## config.mk

```make
export PLATFORM = sky130hd
export DESIGN_NAME = pc_fetch_unit
export DESIGN_NICKNAME = d
export VERILOG_FILES = /design/src/rtl/pc_fetch_unit.sv
export SDC_FILE = /design/constraint.sdc
export NUM_CORES = 1
export LEC_CHECK = 0
export CAP_MARGIN = 20
export CORE_MARGIN = 2
export CORE_UTILIZATION = 44
export DETAILED_ROUTE_END_ITERATION = 12
export PLACE_DENSITY = 0.86
export SETUP_SLACK_MARGIN = 0.05
export SYNTH_ARGS = -nofsm -noshare
export SYNTH_HDL_FRONTEND = slang
export SYNTH_SLANG_ARGS = --single-unit
```

## constraint.sdc

```tcl
create_clock -name clk -period 3.8 [get_ports clk]
set_input_delay 0.57 -clock clk [delete_from_list [all_inputs] [get_ports clk]]
set_output_delay 0.57 -clock clk [all_outputs]
set_load 0.01 [all_outputs]
```

## src/rtl/pc_fetch_unit.sv

```systemverilog
// pc_fetch_unit: program counter and instruction fetch stage of the Hack CPU.
// The stage fetches one instruction at a time from ROM with a req/ack
// handshake. It holds that instruction for the execute stage until
// exec_done. On exec_done it steps the PC, or loads it from A when the
// C-instruction jump condition holds.
//
// Ports:
//   clk, reset       clock; asynchronous active-high reset
//   a_in             A-register value; low AW bits are the jump target
//   zr, ng           ALU flags (out == 0, out < 0)
//   is_c, jmp        C-instruction flag and jump bits j1 j2 j3
//   exec_done        one-cycle pulse: execute finished current instruction
//   rom_req/rom_addr fetch request and address (rom_addr == pc)
//   rom_ack/rom_data ROM response
//   instr/instr_valid  latched instruction for execute stage
//   pc               address of current or pending instruction
module pc_fetch_unit #(
  parameter int unsigned AW = 15
) (
  input  logic          clk,
  input  logic          reset,
  input  logic [15:0]   a_in,
  input  logic          zr,
  input  logic          ng,
  input  logic          is_c,
  input  logic [2:0]    jmp,
  input  logic          exec_done,
  output logic          rom_req,
  output logic [AW-1:0] rom_addr,
  input  logic          rom_ack,
  input  logic [15:0]   rom_data,
  output logic [15:0]   instr,
  output logic          instr_valid,
  output logic [AW-1:0] pc
);

  typedef enum logic [1:0] {
    IDLE  = 2'd0,
    FETCH = 2'd1,
    EXEC  = 2'd2
  } state_e;

  state_e        state_q, state_d;
  logic [AW-1:0] pc_q, pc_d;
  logic [15:0]   instr_q, instr_d;
  logic          instr_valid_q, instr_valid_d;
  logic          rom_req_q, rom_req_d;
  logic          take;

  // Bits of A above the ROM address width never reach the PC.
  if (AW < 16) begin : g_a_hi
    logic unused_a_hi;
    assign unused_a_hi = ^a_in[15:AW];
  end

  // j1 -> out < 0, j2 -> out == 0, j3 -> out > 0
  assign take = is_c & ((jmp[2] & ng) | (jmp[1] & zr) | (jmp[0] & ~ng & ~zr));

  always_comb begin
    state_d       = state_q;
    pc_d          = pc_q;
    instr_d       = instr_q;
    instr_valid_d = instr_valid_q;
    rom_req_d     = rom_req_q;
    case (state_q)
      IDLE: begin
        state_d   = FETCH;
        rom_req_d = 1'b1;
      end
      FETCH: begin
        if (rom_ack) begin
          instr_d       = rom_data;
          instr_valid_d = 1'b1;
          rom_req_d     = 1'b0;
          state_d       = EXEC;
        end
      end
      EXEC: begin
        if (exec_done) begin
          instr_valid_d = 1'b0;
          rom_req_d     = 1'b1;
          state_d       = FETCH;
          pc_d          = take ? a_in[AW-1:0] : pc_q + AW'(1);
        end
      end
      default: begin
        state_d   = IDLE;
        rom_req_d = 1'b0;
      end
    endcase
  end

  // rom_req is registered alongside the state so it tracks FETCH with no
  // decode logic on the output.
  always_ff @(posedge clk or posedge reset) begin
    if (reset) begin
      state_q       <= IDLE;
      pc_q          <= '0;
      instr_q       <= '0;
      instr_valid_q <= 1'b0;
      rom_req_q     <= 1'b0;
    end else begin
      state_q       <= state_d;
      pc_q          <= pc_d;
      instr_q       <= instr_d;
      instr_valid_q <= instr_valid_d;
      rom_req_q     <= rom_req_d;
    end
  end

  assign rom_req     = rom_req_q;
  assign rom_addr    = pc_q;
  assign pc          = pc_q;
  assign instr       = instr_q;
  assign instr_valid = instr_valid_q;

endmodule
```

* Word level (Yosys, flattened, before mapping)
Cells that the tools add are included.
Widths: inputs -> output; s select.
** Word-level totals
- Word-level logic and storage cells :: 35
- Output and inout bits :: 48
- Register bits :: 35
** Cells by class
- Equal/unequal tests :: 4
- Mux-type cells :: 10
- Bitwise gates (word level) :: 9
- Reduce and logical (&&, ||, !) cells :: 6
- Add/subtract/negate cells :: 1
** Operators with widths (count)
- $add 15x1->15 const B :: 1
- $mux 15 :: 1
- $pmux 2 s3 :: 1
- $reduce_and 2->1 :: 3
- $and 1x1->1 :: 5
- $mux 1 :: 4
- $mux 2 :: 2
- $ne 2x2->1 const B :: 2
- $pmux 1 s3 :: 1
- $reduce_and 3->1 :: 1
- $eq 2x1->1 const B :: 1
- $eq 2x2->1 const B :: 1
- $logic_not 2->1 :: 1
- $not 1->1 :: 2
- $or 1x1->1 :: 2
- $pmux 1 s2 :: 1
- $reduce_bool 2->1 :: 1

* Depth between registers and ports, before layout
Gate-level depths: netlist of run 1.
- Word-level depth :: 6
- Depth in mapped cells :: 6
- Mapped depth without buffers :: 5

* Worst setup path before layout of run 1
OpenSTA, ideal clock, no wires.
- Kind :: input to register
- From :: in jmp[2]
- To :: reg pc_q[12] (netlist: pc[12])
- Arrival time :: 1573 ps
- Path slack :: 2089 ps
- Cell stages on the path :: 5
- Buffers on the path :: 1
- Path through :: a22o_1 o21ai_2 buf_4 mux2i_1 o22ai_1
** On the way
- Word-level cells in the longest chain between the ends :: 5
** RTL lines
- start, declared :: line 26 : input logic [2:0] jmp,
- $and 1x1->1 :: line 57 : assign take = is_c & ((jmp[2] & ng) | (jmp[1] & zr) | (jmp[0] & ~ng & ~zr));
- $or 1x1->1 (2 in a row) :: line 57
- $and 1x1->1 :: line 57
- $mux 15 :: line 83 : pc_d = take ? a_in[AW-1:0] : pc_q + AW'(1);
- end signal, assigned :: line 104 : pc_q <= pc_d;
- end, declared :: line 44 : logic [AW-1:0] pc_q, pc_d;
No other way between the ends.
A chain may end at the register's enable or synchronous reset.

* Worst setup path in the final report of run 1
- From :: reg pc_q[4] (netlist: pc[4])
- To :: out rom_addr[4]
** RTL lines
- end, declared :: line 29 : output logic [AW-1:0] rom_addr,
No word-level cell between the ends.

==> results of run 1 <==
==> through the flow <==
step / power (mW) / instance area [µm²] / utilization [%] / instances
floorplan: 1.27 / 1850 / - / 171
global placement: 1.75 / 2660 / 65.9 / 289
detailed placement: 1.79 / 2660 / 65.9 / 289
CTS: 2.07 / 2750 / 68.2 / 297
global route: 2.20 / 2750 / 68.2 / 297
finish: 2.05 / 2750 / 68.2 / 297
==> layer usage <==
layer | GRT usage [%] | up-vias | wire (µm)
met5 | 0 | - | 0
li1 | - | 766 | -
met2 | 32.0 | 72 | 2140
met1 | 24.3 | 766 | 1750
met3 | 8.93 | 4 | 416
met4 | 6.37 | 0 | 36
==> layout by cell type (no fill, tap or decap), drive strengths merged, types with 2 or more instances in the layout <==
master and instances:
or3 2, nor4 4, and4 3, nor3 3
a21oi 9, clkbuf 7, clkdlybuf4s50 88, nand2 13
o2bb2ai 2, mux2i 12, mux2 16, nand4 5
inv 4, dfrtp 34, buf 3, or4 2
nor2 2, nand3 8, o21ai 7, a2bb2oi 8
==> tightest hold or removal path, cell delays in order, from the launching register on <==
cell,delay (ps)
dfrtp_1,350
nand2_1,50
nand2_1,60
==> kinds of logic after synthesis <==
kind of cell,after synthesis,share of synthesized area (%)
buf+inv,27,9.29
mux,28,16.3
fa+ha+maj,1,0.678
compound gates,33,12.1
simple gates,48,15.5
flops,34,46.1
==> cell type report <==
class / count / area, µm²
fill: 316 / 1280
timing repair buffer: 91 / 903
sequential: 34 / 851
multi-input combinational: 110 / 823
clock buffer: 7 / 86.3
tap: 50 / 62.6
inverter: 4 / 15.0
clock inverter: 1 / 5.00
==> power groups by stage <==
stage	Clock, mW	Sequential, mW	Combinational [mW]
after floorplan	0	0.781	0.492
after global placement	0	0.734	1.02
after detailed placement	0	0.751	1.04
after CTS	0.281	0.746	1.04
after global routing	0.299	0.782	1.12
final	0.273	0.745	1.03
==> registers in the layout (all words and copies together), names as in the netlist <==
register,count
instr_valid,1
pc,15
rom_req,1
state_q,1
instr,16
==> how the worst max path moves through the flow <==
| stage | endpoint | slack (ps) | depth (start not counted) |
|---|---|---|---|
| after CTS | pc[4] | 1780 | 1 |
| final | rom_addr[4] | 1790 | 1 |
| after detailed placement | instr[14]$_DFFE_PP0P_ | 1550 | 3 |
| after global placement | instr[0]$_DFFE_PP0P_ | 1560 | 3 |
| after global routing | rom_addr[4] | 1700 | 1 |
| after floorplan | pc[12]$_DFFE_PP0P_ | 2090 | 5 |
==> reports/results.ini, run 1 <==
[critical_path]
path_class = register to output pin
cp_max_fo = 11
reg2reg_from = pc[0]$_DFFE_PP0P_
crit_start = pc[4]$_DFFE_PP0P_
required_ps = 3230
start_kind = register
max_stage_delay_ps = 600
arrival_ps = 1440
crit_buf_inv = 1
critical_path.cell_chain = clkdlybuf4s50_1
worstSetupEndpointType = output pin
rr_endpoint = pc[12]$_DFFE_PP0P_
reg2reg_depth = 5
crit_family = buffers and inverters
slowest_stage = clkdlybuf4s50_1
r2r_setup_slack_ps = 1930

[detailed_routing]
drtIter0Drc = 108
dr.pass1.iters = 4
dr_total_vias = 1608
wl_per_cell_um = 14.6
drc_errors = 0
wl_mm = 4.34
ant_nets = 0
vias_per_cell = 5.41

[die]
die_h_um = 68.8
core_um2 = 4030
num_io_pins = 90
initial_utilization_pct = 45.8
rows = 23
dieArea_um2 = 4730
die_w_um = 68.8

[timing]
max-slew-margin-rel_pct = 44.6
max_freq_ghz = 0.498
rsz0062_at_grt = false
finalHoldViolations = 0
setup_tns_ps = 0
skew_ps = 3.92
period_share_pct = 52.8
drv_slew = 0
finalCriticalPeriod_ps = 2010
worst_slew_pin_slew_ps = 829
setup_viol = 0
hold_ws_ps = 489
layout_setup_ws_ps = 1790

[logic_synthesis]
ys.flop_type = dfrtp_1
ys_ff_latch = 34
synth_edf_count = 0
yosysTopAreaCellShare_pct = 46.1
synth.distinct_cells = 38
synthArstFlopShare_pct = 100
synth_area_um2 = 1850
ys_top_cells_by_count = dfrtp_1, buf_4, mux2_2, nand2_1, mux2i_1
avgSynthCellArea_um2 = 10.8
synth.most_common_cell = dfrtp_1
synth_cells = 171
synth.area.top_cells = dfrtp_1, mux2_2, buf_4, mux2i_1, a2bb2oi_1
syn_nets = 214
synth_top_area_cell = dfrtp_1
synth_warnings = 0
yosysSeqAreaShare_pct = 46.1

[global_route]
grt_pass1_wl_mm = 7.04
grt_overflow_total = 0
grt_pass1_vias = 1536
antenna_found_initial = 0
grt_max_degree = 35
grt_use_total_pct = 20.1

[power]
p_comb_share_pct = 50.3
switching_share_pct = 35.3
p_sw_mw = 0.721
p_int_mw = 1.33
power_leakage_nw = 1.13
seqPwrFrac_pct = 36.4
power.density_nw_per_um2 = 745
clkPwrFrac_pct = 13.3
irDropWorstVdd_mv = 0.513

[hold_path]
min_to = instr_valid$_DFFE_PP0P_
min_path_cells = 2
min_path_type = register to register
hold_start = instr_valid$_DFFE_PP0P_

[cells_and_area]
nets = 289
area_growth_pct = 48.8
antenna_cells = 0
drive_gt1_share_pct = 13.4

[cts]
cts-root-buf = clkbuf_8
clkSinkCount = 34
clk_path_buf_depth = 2
cts_tree = built
clk_pin_slew_worst_paths_ps = 70
cts-buffers-inserted = 5
cts-hold-fix-buffers = 0
post_cts_buffers = 0
htreeDepth = 2
clk_latency_ps = 280
cts_resized = 0

[run]
maxCapViolCount = 0

[placed_design]
pre_cts_slack_ps = 1550
dp_hpwl_mm = 3.19
gp_congestion = 0.750
io_buffers = 88

[outcome]
outcome = finished clean

(Power assumes the default switching activity.)
==> run 2: changes to the inputs <==
Settings changed: CORE_UTILIZATION 44 to 37, PLACE_DENSITY 0.86 to 0.77.
Clock period 3.8 ns to 1.8 ns, I/O delays scaled along.
==> reports/results.ini, run 2 (synthesis results as in run 1) <==
[detailed_routing]
wl_per_cell_um = 14.0
wl_mm = 4.51
dr_total_vias = 1594
drc_errors = 0
met2WireLength_mm = 2.13
vias_per_cell = 4.93
met1Wirelength_mm = 1.84
dr.pass1.iters = 4
top_layer = met4
drtIter0Drc = 72
ant_nets = 0
wl_met3_um = 493

[global_route]
grt_pass1_vias = 1633
grt_overflow_total = 0
grt_use_total_pct = 17.7
antenna_found_initial = 0
grt_pass1_wl_mm = 7.47
grt_max_degree = 35

[critical_path]
endpoint = rom_addr[2]
crit_start = pc[2]$_DFFE_PP0P_
r2r_setup_slack_ps = 230
critical_path.cell_chain = clkdlybuf4s50_1
cp.depth = 1
required_ps = 1530
cp_max_fo = 9
rr_endpoint = pc[13]$_DFFE_PP0P_
reg2reg_from = pc[7]$_DFFE_PP0P_
crit_family = buffers and inverters
worstSetupEndpointType = output pin
slowest_stage = clkdlybuf4s50_1
path_class = register to output pin
arrival_ps = 1390
start_kind = register
max_stage_delay_ps = 600
crit_buf_inv = 1
reg2reg_depth = 4

[power]
p_comb_share_pct = 53.1
finalPower_mw = 4.59
power.density_nw_per_um2 = 1590
seqPwrFrac_pct = 31.9
p_sw_mw = 1.56
switching_share_pct = 34.0
power_leakage_nw = 1.18
irDropWorstVdd_mv = 0.824
p_int_mw = 3.03
clkPwrFrac_pct = 15.0

[cells_and_area]
area_growth_pct = 56.0
layout_commonest_cell = clkdlybuf4s50_1
final_cell_mix = clkdlybuf4s50_1, dfrtp_1, mux2_2
antenna_cells = 0
largest_reg_flops = 16
drive_gt1_share_pct = 16.4
nets = 298
utilization_pct = 60.6

[timing]
period_share_pct = 92.1
drv_slew = 0
rsz0062_at_grt = false
finalCriticalPeriod_ps = 1660
setup_tns_ps = 0
layout_setup_ws_ps = 142
skew_ps = 2.16
setup_viol = 0
max-slew-margin-rel_pct = 70.9
finalHoldViolations = 0
worst_slew_pin_slew_ps = 436
max_freq_ghz = 0.603

[placed_design]
dp_hpwl_mm = 3.39
gp_congestion = 0.729
pre_cts_slack_ps = 7.46
io_buffers = 88

[cts]
cts_resized = 0
cts-hold-fix-buffers = 0
post_cts_buffers = 0
cts-root-buf = clkbuf_8
clk_pin_slew_worst_paths_ps = 70
clk_latency_ps = 280
clkSinkCount = 34
cts-buffers-inserted = 5
htreeDepth = 2
clk_path_buf_depth = 2
cts_tree = built

[outcome]
outcome = finished clean

[die]
initial_utilization_pct = 38.8
dieArea_um2 = 5570
die_h_um = 74.6
rows = 25
num_io_pins = 90
die_w_um = 74.6
core_um2 = 4750

[hold_path]
min_path_type = input pin to async pin

[run]
maxCapViolCount = 0

## run 2: changes by cell type in the layout (fill, tap and decap cells not counted)
cell,previous run,this run
buf_12,0,2
buf_4,3,10
bufinv_16,0,1
clkbuf_8,6,5
clkinv_2,1,0
clkinvlp_4,0,1
## run 2: layer usage
| metal | vias up | GRT usage, % |
|---|---|---|
| met5 | - | 0 |
| met4 | 0 | 6.15 |
| met3 | 4 | 9.37 |
| met2 | 64 | 28.2 |
| met1 | 742 | 20.5 |
| li1 | 784 | - |
## run 2: cell type report
class | instances | area [µm²]
multi-input combinational | 110 | 823
clock inverter | 2 | 37.5
clock buffer | 6 | 72.6
tap | 67 | 83.8
fill | 412 | 1880
timing repair buffer | 100 | 996
inverter | 4 | 15.0
sequential | 34 | 851
## run 2: power groups by stage
stage,Combinational [mW],Sequential [mW],Clock (mW)
finish,2.44,1.46,0.686
CTS,2.47,1.47,0.709
detailed placement,2.46,1.48,0
global placement,2.42,1.46,0
global route,2.62,1.53,0.739
floorplan,1.04,1.65,0
## run 2: how the worst min path moves through the flow
stage | start | end | depth (start not counted)
floorplan | reset | instr[0]$_DFFE_PP0P_ | 1
global placement | instr_valid$_DFFE_PP0P_ | instr_valid$_DFFE_PP0P_ | 2
detailed placement | instr_valid$_DFFE_PP0P_ | instr_valid$_DFFE_PP0P_ | 2
CTS | reset | instr[3]$_DFFE_PP0P_ | 3
global route | reset | instr[3]$_DFFE_PP0P_ | 3
finish | reset | instr[3]$_DFFE_PP0P_ | 3
## run 2: metrics by stage
step	instances	hold WS, ps	cell area, µm²
after floorplan	171	412	1850
after global placement	315	457	2770
after detailed placement	315	478	2770
after CTS	323	397	2880
after global routing	323	433	2880
final	323	383	2880
## run 2: worst register-to-register path: cells and delay by family, from the launching register on
| family | cells | cell delay [ps] |
|---|---|---|
| AO/OA/AOI/OAI | 2 | 310 |
| flip-flops | 1 | 470 |
| AND/OR/NAND/NOR | 2 | 720 |
==> run 3: changes to the inputs <==
Settings changed: CAP_MARGIN 20 to 10, CORE_MARGIN 2 to default, GPL_ROUTABILITY_DRIVEN from default to 0.
==> reports/results.ini, run 3 (synthesis results as in run 1) <==
[critical_path]
arrival_ps = 1410
start_kind = register
worstSetupEndpointType = output pin
cp_max_fo = 6
reg2reg_from = pc[7]$_DFFE_PP0P_
required_ps = 1530
crit_start = pc[6]$_DFFE_PP0P_
path_class = register to output pin

[power]
power.density_nw_per_um2 = 1570
irDropWorstVdd_mv = 0.930
power_leakage_nw = 1.18

[detailed_routing]
dr.pass1.iters = 4
wl_per_cell_um = 13.9
wl_mm = 4.51
drtIter0Drc = 76
ant_nets = 0
vias_per_cell = 5.05
dr_total_vias = 1637
drc_errors = 0

[cells_and_area]
area_growth_pct = 54.9
antenna_cells = 0
nets = 299
ff_latch_area_um2 = 851
final_cell_mix = clkdlybuf4s50_1, dfrtp_1, mux2_2
layout_commonest_cell = clkdlybuf4s50_1
drive_gt1_share_pct = 17.1
multi_input_area_um2 = 823
fillCellCount = 443
largest_reg_flops = 16

[timing]
rsz0062_at_grt = false
finalHoldViolations = 0
period_share_pct = 93.3
setup_viol = 0
max_freq_ghz = 0.595
finalCriticalPeriod_ps = 1680
skew_ps = 4.69
drv_slew = 0
worst_slew_pin_slew_ps = 428
max-slew-margin-rel_pct = 71.4
layout_setup_ws_ps = 120
setup_tns_ps = 0

[run]
maxCapViolCount = 0

[die]
rows = 25
die_h_um = 72.6
initial_utilization_pct = 38.8
num_io_pins = 90
core_um2 = 4750
dieArea_um2 = 5270
die_w_um = 72.6

[cts]
cts-root-buf = clkbuf_8
clkSinkCount = 34
clk_latency_ps = 290
clk_path_buf_depth = 2
cts_tree = built
clk_pin_slew_worst_paths_ps = 70
htreeDepth = 2
cts-buffers-inserted = 5

[global_route]
grt_pass1_vias = 1573
grt_max_degree = 35
grt_overflow_total = 0
grt_use_total_pct = 18.4
antenna_found_initial = 0
grt_pass1_wl_mm = 7.23

[placed_design]
io_buffers = 88
pre_cts_slack_ps = 31.0
dp_hpwl_mm = 3.32

[outcome]
outcome = finished clean

[hold_path]
min_path_type = input pin to async pin

[run 3: changes by cell type in the layout (fill, tap and decap cells not counted), sizes merged]
cell    previous run  this run
buf               12        13
bufinv             1         0
clkinv             0         1
[run 3: worst max-delay path: stages (launching register included)]
cell             delay [ps]
dfrtp_1                 420
buf_4                   170
clkdlybuf4s50_1         530
[run 3: power by group]
part	switching, mW	internal, mW	total, mW
logic	0.965	1.47	2.43
clock network	0.292	0.307	0.600
registers	0.327	1.14	1.47
total	1.58	2.92	4.50
[run 3: path summary, 6_finish.rpt]
| path | endpoint | slack (ps) | cells after the start |
|---|---|---|---|
| worst min register to register | instr_valid$_DFFE_PP0P_ | 480 | 2 |
| min in group clk | instr_valid$_DFFE_PP0P_ | 480 | 2 |
| max in group asynchronous | pc[12]$_DFFE_PP0P_ | 1120 | 3 |
| worst max-delay path | pc[6] | 120 | 2 |
| worst min-delay path | pc[6]$_DFFE_PP0P_ | 370 | 3 |
| worst max register to register | pc[13]$_DFFE_PP0P_ | 210 | 4 |
[run 3: timing repair]
item,in CTS,in global routing
setup endpoints to repair,0,2
setup buffers,0,1
hold buffers,0,0
gates resized for setup,0,0
[run 3: through the flow]
stage / power (mW) / cells / hold WS, ps / utilization, % / cell area, µm²
global route: 4.80 / 324 / 420 / 60.1 / 2860
floorplan: 2.69 / 171 / 412 / - / 1850
detailed placement: 3.91 / 315 / 466 / 58.0 / 2760
global placement: 3.86 / 315 / 461 / 58.0 / 2760
finish: 4.50 / 324 / 371 / 60.1 / 2860
CTS: 4.53 / 323 / 389 / 60.0 / 2850
[run 3: metal layers]
metal	GRT usage, %	part of all wire, %
met5	0	0
met4	8.28	2.5
met3	8.98	12
met2	29.1	46
met1	20.9	40
[run 3: area by class of cell]
type	count	area share [%]
Timing Repair Buffer	101	34.7
Sequential cell	34	29.8
Clock buffer	6	2.89
Multi-Input combinational cell	110	28.8
Tap cell	67	2.93
Inverter	4	0.525
Clock inverter	2	0.438
